$ cat config.mk
export PLATFORM = sky130hd
export DESIGN_NAME = division
export DESIGN_NICKNAME = d
export VERILOG_FILES = /design/src/rtl/division.sv
export SDC_FILE = /design/constraint.sdc
export NUM_CORES = 1
export LEC_CHECK = 0
export CORE_MARGIN = 2
export CORE_UTILIZATION = 41
export CTS_BUF_LIST = sky130_fd_sc_hd__clkbuf_2 sky130_fd_sc_hd__clkbuf_4 sky130_fd_sc_hd__clkbuf_8
export DETAILED_ROUTE_END_ITERATION = 8
export GPL_ROUTABILITY_DRIVEN = 0
export PLACE_DENSITY = 0.77
export SLEW_MARGIN = 5
export SYNTH_ARGS = -nofsm -noshare
export SYNTH_HDL_FRONTEND = slang
export SYNTH_SLANG_ARGS = --single-unit
$ cat constraint.sdc
create_clock -name clk -period 3.1 [get_ports clk]
set_input_delay 0.62 -clock clk [delete_from_list [all_inputs] [get_ports clk]]
set_output_delay 0.62 -clock clk [all_outputs]
set_load 0.01 [all_outputs]
$ cat src/rtl/division.sv
// Sequential restoring divider: 2*WIDTH-bit dividend / WIDTH-bit divisor,
// one quotient bit per clock, start/calculated handshake.
//
// Ports:
//   clk, rst       clock, async active-high reset
//   start          request, sampled only in IDLE
//   a, b           dividend (2*WIDTH), divisor (WIDTH)
//   q, r           quotient, remainder (held until next accepted start)
//   overflow       quotient does not fit or b == 0
//   busy           high outside IDLE
//   calculated     one-cycle done pulse
module division #(
   parameter int WIDTH = 16
) (
   input  logic               clk,
   input  logic               rst,
   input  logic               start,
   input  logic [2*WIDTH-1:0] a,
   input  logic [WIDTH-1:0]   b,
   output logic [WIDTH-1:0]   q,
   output logic [WIDTH-1:0]   r,
   output logic               overflow,
   output logic               busy,
   output logic               calculated
);

   localparam int CW = $clog2(WIDTH) + 1;

   typedef enum logic [1:0] {
      IDLE,
      RUN,
      DONE
   } state_t;

   state_t          state_q;
   logic [WIDTH-1:0] d_q;
   logic [WIDTH:0]   p_q;
   logic [WIDTH-1:0] sh_q;
   logic [CW-1:0]    cnt_q;

   logic [WIDTH:0]   t_d;
   logic [WIDTH:0]   p_d;
   logic [WIDTH-1:0] sh_d;
   logic             ge_d;
   logic             last_d;

   // One restoring step: shift the next dividend bit into the partial
   // remainder and subtract the divisor if it fits.
   always_comb begin
      t_d    = {p_q[WIDTH-1:0], sh_q[WIDTH-1]};
      ge_d   = (t_d >= {1'b0, d_q});
      p_d    = ge_d ? (t_d - {1'b0, d_q}) : t_d;
      sh_d   = {sh_q[WIDTH-2:0], ge_d};
      last_d = (cnt_q == CW'(WIDTH - 1));
   end

   always_ff @(posedge clk or posedge rst) begin
      if (rst) begin
         state_q    <= IDLE;
         d_q        <= '0;
         p_q        <= '0;
         sh_q       <= '0;
         cnt_q      <= '0;
         q          <= '0;
         r          <= '0;
         overflow   <= 1'b0;
         busy       <= 1'b0;
         calculated <= 1'b0;
      end else begin
         case (state_q)
            IDLE: begin
               if (start) begin
                  d_q  <= b;
                  p_q  <= {1'b0, a[2*WIDTH-1:WIDTH]};
                  sh_q <= a[WIDTH-1:0];
                  busy <= 1'b1;
                  // High half >= divisor means the quotient cannot fit;
                  // this also catches b == 0.
                  if (a[2*WIDTH-1:WIDTH] >= b) begin
                     state_q    <= DONE;
                     overflow   <= 1'b1;
                     q          <= '1;
                     r          <= '0;
                     calculated <= 1'b1;
                  end else begin
                     state_q  <= RUN;
                     cnt_q    <= '0;
                     overflow <= 1'b0;
                  end
               end
            end
            RUN: begin
               p_q   <= p_d;
               sh_q  <= sh_d;
               cnt_q <= cnt_q + 1'b1;
               if (last_d) begin
                  state_q    <= DONE;
                  q          <= sh_d;
                  r          <= p_d[WIDTH-1:0];
                  calculated <= 1'b1;
               end
            end
            DONE: begin
               state_q    <= IDLE;
               busy       <= 1'b0;
               calculated <= 1'b0;
            end
            default: begin
               state_q    <= IDLE;
               busy       <= 1'b0;
               calculated <= 1'b0;
            end
         endcase
      end
   end

endmodule

==> impl_metrics.env, run 1 <==
export IMPL_grt_setup_unrepaired="false"
export IMPL_cpMaxStageDelayCell="sky130_fd_sc_hd__or4_1"
export IMPL_length_of_the_first_detailed_routing_pass_in_iterations=5
export IMPL_detailedPlacementHpwl_mm=10.3
export IMPL_start_util_pct=41.5
export IMPL_worstSetupPathType="input pin to flip-flop"
export IMPL_max_capacitance_violation_count=0
export IMPL_ys_types=60
export IMPL_synth_warning_count=0
export IMPL_clock_latency_on_the_worst_skew_pair_ns=0.38
export IMPL_fill_cells=1170
export IMPL_worstPathRequired_ns=3.35
export IMPL_post_place_cells=844
export IMPL_fp_row_count=41
export IMPL_synth_enable_flop_cells=0
export IMPL_post_dp_cell_area_um2=6300
export IMPL_worst_reg2reg_path_length_in_cells=11
export IMPL_layoutNonFillerInstCount=860
export IMPL_design_final_nets=769
export IMPL_timing_final_ws_setup_ns=0.225
export IMPL_ant_nets=0
export IMPL_track_usage_pct=21.5
export IMPL_die_w_um=116
export IMPL_grt_util_met2_pct=34.3
export IMPL_tritoncts_num_buffers=9
export IMPL_synth_seq_cells=90
export IMPL_final_cell_mix="90 x sky130_fd_sc_hd__dfrtp_1, 89 x sky130_fd_sc_hd__nand2_1, 85 x sky130_fd_sc_hd__clkdlybuf4s50_1"
export IMPL_timing_hold_ws_ns=0.495
export IMPL_max_slew_worst_pin_slew_ns=0.745
export IMPL_drcViolationCount=0
export IMPL_clock_root_buffer="sky130_fd_sc_hd__clkbuf_8"
export IMPL_grt_overflow_total=0
export IMPL_report_final_hold_viol_count=0
export IMPL_first_global_vias=4521
export IMPL_antenna_cells=0
export IMPL_via_count=4738
export IMPL_top_level_ports=86
export IMPL_cp_max_fo=30
export IMPL_final_setup_skew_ns=0.0121
export IMPL_finish_instance_area_um2=6520
export IMPL_post_synth_instance_area_um2=5170
export IMPL_place_port_buffers=85
export IMPL_cts_max_level=3
export IMPL_drt_iter0_drc=320
export IMPL_cellLeakagePower_uw=0.00297
export IMPL_clock_fmax_ghz=0.348
export IMPL_critPathArrivalTime_ns=3.12
export IMPL_antenna_found_initial=0
export IMPL_placement_setup_worst_slack_ns=-0.176
export IMPL_finalSetupTns_ns=0
export IMPL_grt_max_degree=37
export IMPL_worst_vdd_drop_mv=0.442
export IMPL_worstSetupEndpointType="flip-flop"
export IMPL_m1_gr_usage_pct=29.8
export IMPL_worst_path_stages=10
export IMPL_syn_nets=679
export IMPL_grt_busiest_layer="met2"
export IMPL_count_of_clock_tree_sinks=90
export IMPL_timing_critical_path_from="b[13]"
export IMPL_avgRoutedWirePerCell_um=16.3
export IMPL_power_per_cell_area_nw_per_um2=1220
export IMPL_cpLargestDelayFamily="simple AND/OR/NAND/NOR gates"
export IMPL_most_common_library_cell_in_the_layout_ignoring_fill_and_taps="sky130_fd_sc_hd__dfrtp_1"
export IMPL_yosysSeqAreaShare_pct=43.6
export IMPL_die_h_um=116
export IMPL_setup_violating_endpoint_count_in_the_final_report=0
export IMPL_run_status="finished clean"
export IMPL_maxSlewHeadroom_pct=50.4
export IMPL_rr_endpoint="p_q[12]"
export IMPL_cts_tree="yes"
export IMPL_period_share_pct=92.7
export IMPL_timing_critical_path_from_type="input pin"
export IMPL_clk_pin_slew_worst_paths_ns=0.10
export IMPL_max_clock_path_buffers=2
export IMPL_critical_path_max_stage_delay_ns=0.57
export IMPL_ys_async_sr_fraction_pct=100
export IMPL_vias_per_cell=5.51
export IMPL_post_synthesis_cell_count=593
export IMPL_gr_usage_met3_pct=3.32
export IMPL_placeableCoreArea_um2=12500
export IMPL_holdCritPathClass="flip-flop to flip-flop"
export IMPL_shortest_clock_period_the_worst_path_allows_after_layout_ns=2.88
export IMPL_layout_drive_gt1_share_pct=8.72
export IMPL_grt_first_pass_wirelength_mm=22.7
export IMPL_worstReg2RegStart="sh_q[15]"
export IMPL_drt_total_wl_mm=14.1
export IMPL_synth_area_per_cell_um2=8.72
export IMPL_slew_viol_final=0
export IMPL_area_growth_synth_to_final_pct=26.1
export IMPL_crit_path_cell_trace="clkdlybuf4s50_1 -> inv_1 -> ha_1 -> nand4_1 -> or4_1 -> o211ai_2 -> o221ai_4 -> buf_4 -> nand2_1 -> o21ai_0"
export IMPL_worstPathBufferInverterCount=3
export IMPL_postSynth_topFlopCell="sky130_fd_sc_hd__dfrtp_1"
export IMPL_worst_setup_path_endpoint="q[14]"
export IMPL_total_die_area_um2=13500
export IMPL_timing_reg2reg_setup_slack_ns=0.30
-- through the flow --
step	total power, uW	util (%)
final	7930	52.3
after global placement	6770	50.5
after detailed placement	6960	50.5
after global routing	8580	52.3
after CTS	7870	52.3
after floorplan	5410	-
-- sequential cells by signal, summed over array words and instances (netlist names) --
register,cells
d_q,16
p_q,16
q,16
r,16
sh_q,16
cnt_q,5
state_q,2
busy,1
calculated,1
overflow,1
-- final cells by class --
cell class | instances | area [um2] | area share, %
multi-input combinational | 426 | 2630 | 40.3
sequential | 90 | 2250 | 34.5
timing repair buffer | 109 | 1030 | 15.8
tap | 172 | 215 | 3.30
inverter | 47 | 178 | 2.72
clock buffer | 9 | 124 | 1.90
clock inverter | 7 | 92.6 | 1.42
-- Yosys cell counts, types with 5 or more instances --
| library cell | instances | share of area (%) |
|---|---|---|
| sky130_fd_sc_hd__a21o_1 | 5 | 0.73 |
| sky130_fd_sc_hd__a21oi_1 | 46 | 4.5 |
| sky130_fd_sc_hd__a31oi_1 | 8 | 0.97 |
| sky130_fd_sc_hd__clkbuf_1 | 21 | 1.5 |
| sky130_fd_sc_hd__dfrtp_1 | 90 | 44 |
| sky130_fd_sc_hd__ha_1 | 34 | 8.2 |
| sky130_fd_sc_hd__inv_1 | 46 | 3.3 |
| sky130_fd_sc_hd__mux2i_1 | 9 | 1.7 |
| sky130_fd_sc_hd__nand2_1 | 89 | 6.5 |
| sky130_fd_sc_hd__nand3_1 | 14 | 1.4 |
| sky130_fd_sc_hd__nor2_1 | 42 | 3.0 |
| sky130_fd_sc_hd__nor3b_1 | 15 | 2.2 |
| sky130_fd_sc_hd__o21ai_0 | 62 | 6.0 |
| sky130_fd_sc_hd__o21ai_1 | 8 | 0.77 |
| sky130_fd_sc_hd__o21ai_2 | 5 | 0.85 |
| sky130_fd_sc_hd__o22ai_1 | 10 | 1.2 |
| sky130_fd_sc_hd__xnor2_1 | 5 | 0.85 |
-- worst min path at each step --
stage	from	end	slack, ns	cells past startpoint
floorplan	d_q[0]	d_q[0]	0.45	2
global placement	q[3]	q[3]	0.47	2
global route	r[13]	r[13]	0.52	2
finish	q[7]	q[7]	0.49	2
CTS	q[7]	q[7]	0.50	2
detailed placement	r[13]	r[13]	0.47	2
-- worst min-delay path, stage by stage (launching register included) --
cell	delay, ns
sky130_fd_sc_hd__dfrtp_1	0.35
sky130_fd_sc_hd__nand2_1	0.05
sky130_fd_sc_hd__o21ai_1	0.06
-- cells by family (layout without fill, tap and decap cells) --
logic type,count (synthesis),in the layout,synth area share (%)
fa+ha+maj,35,35,8.62
mux,12,12,2.40
compound gates,183,183,21.4
flops,90,90,43.6
xor+xnor,9,9,1.52
buf+inv,77,172,5.98
simple gates,187,187,16.6
-- layer usage --
metal,vias up,wire length [um]
met2,180,6660
met3,32,762
met5,-,0
li1,2247,-
met1,2279,6360
met4,0,275
-- power by group --
group	leakage [uW]	total, uW	internal (uW)	switching (uW)
Combinational	0.00175	4880	2030	2860
Sequential	0.00110	2170	1740	428
Clock	0.000109	875	395	480
-- repair_timing --
action | CTS | global route
hold buffers | 0 | 0
resized for setup | 0 | 1
setup buffers | 0 | 0
setup endpoints to repair | 0 | 2
Note: power is estimated with default switching activity, not from simulation.
==> inputs of run 2 (changes only) <==
--- a/config.mk
+++ b/config.mk
@@ -5,12 +5,14 @@
 export SDC_FILE = /design/constraint.sdc
 export NUM_CORES = 1
 export LEC_CHECK = 0
+export ABC_AREA = 1
 export CORE_MARGIN = 2
 export CORE_UTILIZATION = 41
 export CTS_BUF_LIST = sky130_fd_sc_hd__clkbuf_2 sky130_fd_sc_hd__clkbuf_4 sky130_fd_sc_hd__clkbuf_8
 export DETAILED_ROUTE_END_ITERATION = 8
 export GPL_ROUTABILITY_DRIVEN = 0
-export PLACE_DENSITY = 0.77
+export GPL_TIMING_DRIVEN = 0
+export PLACE_DENSITY = 0.76
 export SLEW_MARGIN = 5
 export SYNTH_ARGS = -nofsm -noshare
 export SYNTH_HDL_FRONTEND = slang
==> impl_metrics.env, run 2 <==
export IMPL_worst_vdd_drop_mv=0.455
export IMPL_setup_violating_endpoint_count_in_the_final_report=0
export IMPL_syn_nets=865
export IMPL_multiInputGateArea_um2=2830
export IMPL_drt_total_wl_mm=15.1
export IMPL_timing_critical_path_from_type="input pin"
export IMPL_first_global_vias=5103
export IMPL_cts_tree="yes"
export IMPL_synth_top_cell_area_share_pct=39.5
export IMPL_max_slew_worst_pin_slew_ns=0.615
export IMPL_area_growth_synth_to_final_pct=23.0
export IMPL_timing_hold_ws_ns=0.487
export IMPL_yosysTopAreaCell="sky130_fd_sc_hd__dfrtp_1"
export IMPL_final_util_pct=51.2
export IMPL_cellLeakagePower_uw=0.00369
export IMPL_worstPathRequired_ns=3.43
export IMPL_start_util_pct=41.6
export IMPL_clk_pin_slew_worst_paths_ns=0.09
export IMPL_ys_types=34
export IMPL_most_common_library_cell_in_the_layout_ignoring_fill_and_taps="sky130_fd_sc_hd__nand2_1"
export IMPL_quantity_of_hold_fixing_buffers_added_after_cts=0
export IMPL_grt_overflow_total=0
export IMPL_grt_setup_unrepaired="false"
export IMPL_avgRoutedWirePerCell_um=14.2
export IMPL_cts_max_level=3
export IMPL_final_seq_area_um2=2250
export IMPL_slew_viol_final=0
export IMPL_critPathArrivalTime_ns=3.01
export IMPL_post_synthesis_cell_count=779
export IMPL_antenna_found_initial=0
export IMPL_shortest_clock_period_the_worst_path_allows_after_layout_ns=2.68
export IMPL_synth_warning_count=0
export IMPL_clock_latency_on_the_worst_skew_pair_ns=0.38
export IMPL_grt_first_pass_wirelength_mm=24.7
export IMPL_tritoncts_num_buffers=9
export IMPL_power_per_cell_area_nw_per_um2=1180
export IMPL_ant_nets=0
export IMPL_detailedPlacementHpwl_mm=11.4
export IMPL_track_usage_pct=21.4
export IMPL_post_place_cells=1045
export IMPL_post_dp_cell_area_um2=6810
export IMPL_maxSlewHeadroom_pct=59.0
export IMPL_holdCritPathClass="flip-flop to flip-flop"
export IMPL_fill_cells=1316
export IMPL_synth_top_cells_by_area="sky130_fd_sc_hd__dfrtp_1 39%, sky130_fd_sc_hd__nand2_1 18%, sky130_fd_sc_hd__inv_1 7.5%"
export IMPL_finish_instance_area_um2=7020
export IMPL_final_cell_mix="280 x sky130_fd_sc_hd__nand2_1, 113 x sky130_fd_sc_hd__inv_1, 90 x sky130_fd_sc_hd__dfrtp_1"
export IMPL_synth_enable_flop_cells=0
export IMPL_drt_iter0_drc=363
export IMPL_yosys_top_cells_count="280 x sky130_fd_sc_hd__nand2_1, 114 x sky130_fd_sc_hd__inv_1, 90 x sky130_fd_sc_hd__dfrtp_1"
export IMPL_top_level_ports=86
export IMPL_count_of_clock_tree_sinks=90
export IMPL_layout_drive_gt1_share_pct=8.40
export IMPL_via_count=5291
export IMPL_period_share_pct=86.5
export IMPL_length_of_the_first_detailed_routing_pass_in_iterations=5
export IMPL_antenna_cells=0
export IMPL_fp_row_count=43
export IMPL_report_final_hold_viol_count=0
export IMPL_placeableCoreArea_um2=13700
export IMPL_max_capacitance_violation_count=0
export IMPL_drcViolationCount=0
export IMPL_cp_max_fo=10
export IMPL_count_of_instances_resized_after_the_clock_tree_is_built=0
export IMPL_postSynth_topFlopCell="sky130_fd_sc_hd__dfrtp_1"
export IMPL_post_synth_instance_area_um2=5710
export IMPL_place_port_buffers=85
export IMPL_worstSetupPathType="input pin to flip-flop"
export IMPL_yosysSeqAreaShare_pct=39.5
export IMPL_clock_root_buffer="sky130_fd_sc_hd__clkbuf_8"
export IMPL_ys_async_sr_fraction_pct=100
export IMPL_run_status="finished clean"
export IMPL_final_setup_skew_ns=0.0123
export IMPL_total_die_area_um2=14900
export IMPL_die_h_um=122
export IMPL_design_final_nets=962
export IMPL_max_clock_path_buffers=2
export IMPL_layoutNonFillerInstCount=1061
export IMPL_clock_fmax_ghz=0.373
export IMPL_synth_seq_cells=90
export IMPL_post_cts_buffers=0
export IMPL_p_total_uw=8280
export IMPL_die_w_um=122
export IMPL_synth_area_per_cell_um2=7.33
export IMPL_worstSetupEndpointType="flip-flop"
export IMPL_grt_max_degree=56
export IMPL_yosys_cell_count_top_type="sky130_fd_sc_hd__nand2_1"
export IMPL_vias_per_cell=4.99
run 2: final cells by class:
cell class / instances / area share (%)
flip-flops and latches: 90 / 32.1
clock inverters: 6 / 1.03
well taps: 180 / 3.21
multi-input cells: 539 / 40.4
repair buffers: 86 / 12.5
plain buffers: 28 / 2.34
clock buffers: 10 / 1.87
inverters: 122 / 6.56
run 2: stage by stage:
stage / TNS, ns / worst slack [ns]
after floorplan: 0 / 0.145
after global placement: -122.54 / -1.35
after detailed placement: -1.28 / -0.151
after CTS: 0 / 0.237
after global routing: 0 / 0.226
final: 0 / 0.419
run 2: path summary, 6_finish.rpt:
path / start / end / slack (ns) / depth (start not counted)
setup / recovery: b[11] / r[4] / 0.42 / 12
hold / removal: r[5] / r[5] / 0.49 / 2
setup reg to reg: p_q[11] / r[11] / 0.87 / 13
hold reg to reg: r[5] / r[5] / 0.49 / 2
max in group asynchronous: rst / p_q[4] / 1.86 / 3
min in group asynchronous: rst / q[2] / 0.61 / 2
run 2: routing by layer:
layer / vias up / global-route usage, % / part of all wire [%] / routed length [um]
met5: - / 0 / 0 / 0
met4: 0 / 9.77 / 2.8 / 423
met3: 28 / 3.18 / 5.9 / 892
met2: 158 / 32.8 / 45 / 6780
met1: 2458 / 29.7 / 46 / 6960
li1: 2647 / - / - / -
run 2: power breakdown:
group	internal (uW)	switching [uW]	total [uW]
clock network	390	460	850
logic	2020	3380	5400
registers	1740	291	2030
total	4150	4130	8280
run 2: kinds of logic after synthesis:
logic type                 Yosys count  synth area share [%]
buffers and inverters              150                  10.9
xor gates and xnor gates             8                  1.23
adders and majority gates           35                  7.81
AOI/OAI and AO/OA                   88                  8.57
and+or+nand+nor                    408                  32.1
DFF                                 90                  39.5
run 2: worst max-delay path: stages:
cell                              delay [ns]
sky130_fd_sc_hd__clkdlybuf4s50_1        0.49
sky130_fd_sc_hd__inv_1                  0.05
sky130_fd_sc_hd__ha_1                   0.28
sky130_fd_sc_hd__nand2_1                0.10
sky130_fd_sc_hd__o21bai_1               0.12
sky130_fd_sc_hd__a21oi_1                0.10
sky130_fd_sc_hd__nor2_1                 0.34
sky130_fd_sc_hd__nand3_1                0.22
sky130_fd_sc_hd__nand2_2                0.21
sky130_fd_sc_hd__clkbuf_2               0.30
sky130_fd_sc_hd__nand2_1                0.09
sky130_fd_sc_hd__nand2_1                0.07
==> inputs of run 3 (changes only) <==
--- a/config.mk
+++ b/config.mk
@@ -12,7 +12,7 @@
 export DETAILED_ROUTE_END_ITERATION = 8
 export GPL_ROUTABILITY_DRIVEN = 0
 export GPL_TIMING_DRIVEN = 0
-export PLACE_DENSITY = 0.76
+export PLACE_DENSITY = 0.73
 export SLEW_MARGIN = 5
 export SYNTH_ARGS = -nofsm -noshare
 export SYNTH_HDL_FRONTEND = slang
==> impl_metrics.env, run 3 (synthesis gave the netlist of run 2 again) <==
export IMPL_run_status="finished clean"
export IMPL_timing_reg2reg_setup_slack_ns=0.87
export IMPL_maxSlewHeadroom_pct=61.8
export IMPL_timing_hold_ws_ns=0.485
export IMPL_max_slew_worst_pin_slew_ns=0.573
export IMPL_drcViolationCount=0
export IMPL_cts_max_level=3
export IMPL_fp_row_count=43
export IMPL_quantity_of_hold_fixing_buffers_added_after_cts=0
export IMPL_min_delay_start="r[9]"
export IMPL_grt_max_degree=57
export IMPL_placeableCoreArea_um2=13700
export IMPL_place_port_buffers=85
export IMPL_cellLeakagePower_uw=0.00369
export IMPL_drt_total_wl_mm=15.3
export IMPL_grt_first_pass_wirelength_mm=25.4
export IMPL_final_setup_skew_ns=0.00926
export IMPL_grt_setup_unrepaired="false"
export IMPL_die_h_um=122
export IMPL_worstSetupPathType="input pin to flip-flop"
export IMPL_worst_path_stages=14
export IMPL_track_usage_pct=21.8
export IMPL_setup_violating_endpoint_count_in_the_final_report=0
export IMPL_tritoncts_num_buffers=9
export IMPL_post_cts_buffers=0
export IMPL_report_final_hold_viol_count=0
export IMPL_start_util_pct=41.6
export IMPL_clock_root_buffer="sky130_fd_sc_hd__clkbuf_8"
export IMPL_worstPathBufferInverterCount=5
export IMPL_grt_overflow_total=0
export IMPL_clock_fmax_ghz=0.347
export IMPL_clk_pin_slew_worst_paths_ns=0.10
export IMPL_worstSetupEndpointType="flip-flop"
export IMPL_cpMaxStageDelayCell="sky130_fd_sc_hd__clkdlybuf4s50_1"
export IMPL_area_growth_synth_to_final_pct=22.9
export IMPL_timing_critical_path_from_type="input pin"
export IMPL_worst_vdd_drop_mv=0.405
export IMPL_power_per_cell_area_nw_per_um2=1190
export IMPL_count_of_clock_tree_sinks=90
export IMPL_cp_max_fo=17
export IMPL_worstPathRequired_ns=3.39
export IMPL_die_w_um=122
export IMPL_timing_critical_path_from="b[9]"
export IMPL_final_cell_mix="280 x sky130_fd_sc_hd__nand2_1, 113 x sky130_fd_sc_hd__inv_1, 90 x sky130_fd_sc_hd__dfrtp_1"
export IMPL_ant_nets=0
export IMPL_layoutNonFillerInstCount=1060
export IMPL_most_common_library_cell_in_the_layout_ignoring_fill_and_taps="sky130_fd_sc_hd__nand2_1"
export IMPL_holdCritPathClass="flip-flop to flip-flop"
export IMPL_cpLargestDelayFamily="simple AND/OR/NAND/NOR gates"
export IMPL_vias_per_cell=4.98
export IMPL_shortest_clock_period_the_worst_path_allows_after_layout_ns=2.88
export IMPL_critical_path_max_stage_delay_ns=0.48
export IMPL_drt_iter0_drc=421
export IMPL_antenna_found_initial=0
export IMPL_via_count=5283
export IMPL_period_share_pct=93.0
export IMPL_avgRoutedWirePerCell_um=14.4
export IMPL_length_of_the_first_detailed_routing_pass_in_iterations=6
export IMPL_worst_reg2reg_path_length_in_cells=14
export IMPL_cts_tree="yes"
export IMPL_total_die_area_um2=14900
export IMPL_post_place_cells=1045
export IMPL_top_level_ports=86
export IMPL_count_of_instances_resized_after_the_clock_tree_is_built=0
export IMPL_rr_endpoint="r[5]"
export IMPL_max_capacitance_violation_count=0
export IMPL_critPathArrivalTime_ns=3.17
export IMPL_layout_drive_gt1_share_pct=8.30
export IMPL_slew_viol_final=0
export IMPL_worst_setup_path_endpoint="r[2]"
export IMPL_detailedPlacementHpwl_mm=11.5
export IMPL_design_final_nets=961
export IMPL_fill_cells=1343
export IMPL_clock_latency_on_the_worst_skew_pair_ns=0.39
export IMPL_first_global_vias=5167
export IMPL_cpMostUsedCell="sky130_fd_sc_hd__nand2_1"
export IMPL_antenna_cells=0
export IMPL_max_clock_path_buffers=2
export IMPL_worstReg2RegStart="p_q[11]"
export IMPL_crit_path_cell_trace="clkdlybuf4s50_1 -> inv_1 -> ha_1 -> nand2_1 -> inv_1 -> o21bai_1 -> a21oi_1 -> nor2_1 -> nand3_1 -> nand2_2 -> inv_2 -> buf_4 -> nand2_1 -> nand2_1"
[run 3: cell count changes in the layout (fill, tap and decap cells not counted)]
| cell | before | now |
|---|---|---|
| sky130_fd_sc_hd__clkinv_4 | 2 | 0 |
| sky130_fd_sc_hd__clkbuf_4 | 1 | 0 |
| sky130_fd_sc_hd__clkinvlp_4 | 1 | 2 |
| sky130_fd_sc_hd__inv_8 | 0 | 1 |
| sky130_fd_sc_hd__inv_6 | 2 | 3 |
| sky130_fd_sc_hd__clkbuf_2 | 1 | 0 |
[run 3: worst min path at each step]
stage / endpoint / slack, ns / cells past startpoint
detailed placement: r[9] / 0.46 / 2
CTS: r[6] / 0.49 / 2
finish: r[9] / 0.49 / 2
floorplan: d_q[0] / 0.45 / 2
global route: r[1] / 0.51 / 2
global placement: r[9] / 0.46 / 2
[run 3: layout make-up]
class,count,area [um2],area share [%]
inverters,122,460,6.56
clock inverters,7,82.6,1.18
well taps,180,225,3.21
plain buffers,27,159,2.27
flip-flops and latches,90,2250,32.1
repair buffers,86,878,12.5
clock buffers,9,124,1.77
multi-input cells,539,2830,40.4
[run 3: where the power goes]
group / total [uW] / internal (uW) / leakage, uW / switching [uW]
Clock: 877 / 387 / 0.0000988 / 490
Sequential: 2030 / 1740 / 0.00110 / 287
Combinational: 5420 / 2020 / 0.00248 / 3410
Total: 8330 / 4140 / 0.00369 / 4180
[run 3: routing by layer]
| metal | track usage (%) | up-vias | wire, um |
|---|---|---|---|
| met3 | 3.60 | 23 | 813 |
| li1 | - | 2650 | - |
| met2 | 34.5 | 140 | 7030 |
| met5 | 0 | - | 0 |
| met1 | 30.1 | 2470 | 7240 |
| met4 | 7.90 | 0 | 216 |
[run 3: stage by stage]
stage               cell area [um2]  power, uW  setup TNS (ns)  setup slack, ns  util [%]
finish                         7020       8330               0            0.217      51.1
global route                   7020       9180               0           0.0229      51.1
CTS                            7020       8300               0            0.152      51.2
detailed placement             6810       7400           -2.32           -0.252      49.7
global placement               6780       7290         -121.15            -1.33      49.4
floorplan                      5710       5840               0            0.145         -
[run 3: tightest hold or removal path, stage by stage (launching register included)]
cell and delay, ns:
sky130_fd_sc_hd__dfrtp_1 0.35, sky130_fd_sc_hd__nand2_1 0.05, sky130_fd_sc_hd__nand2_1 0.05
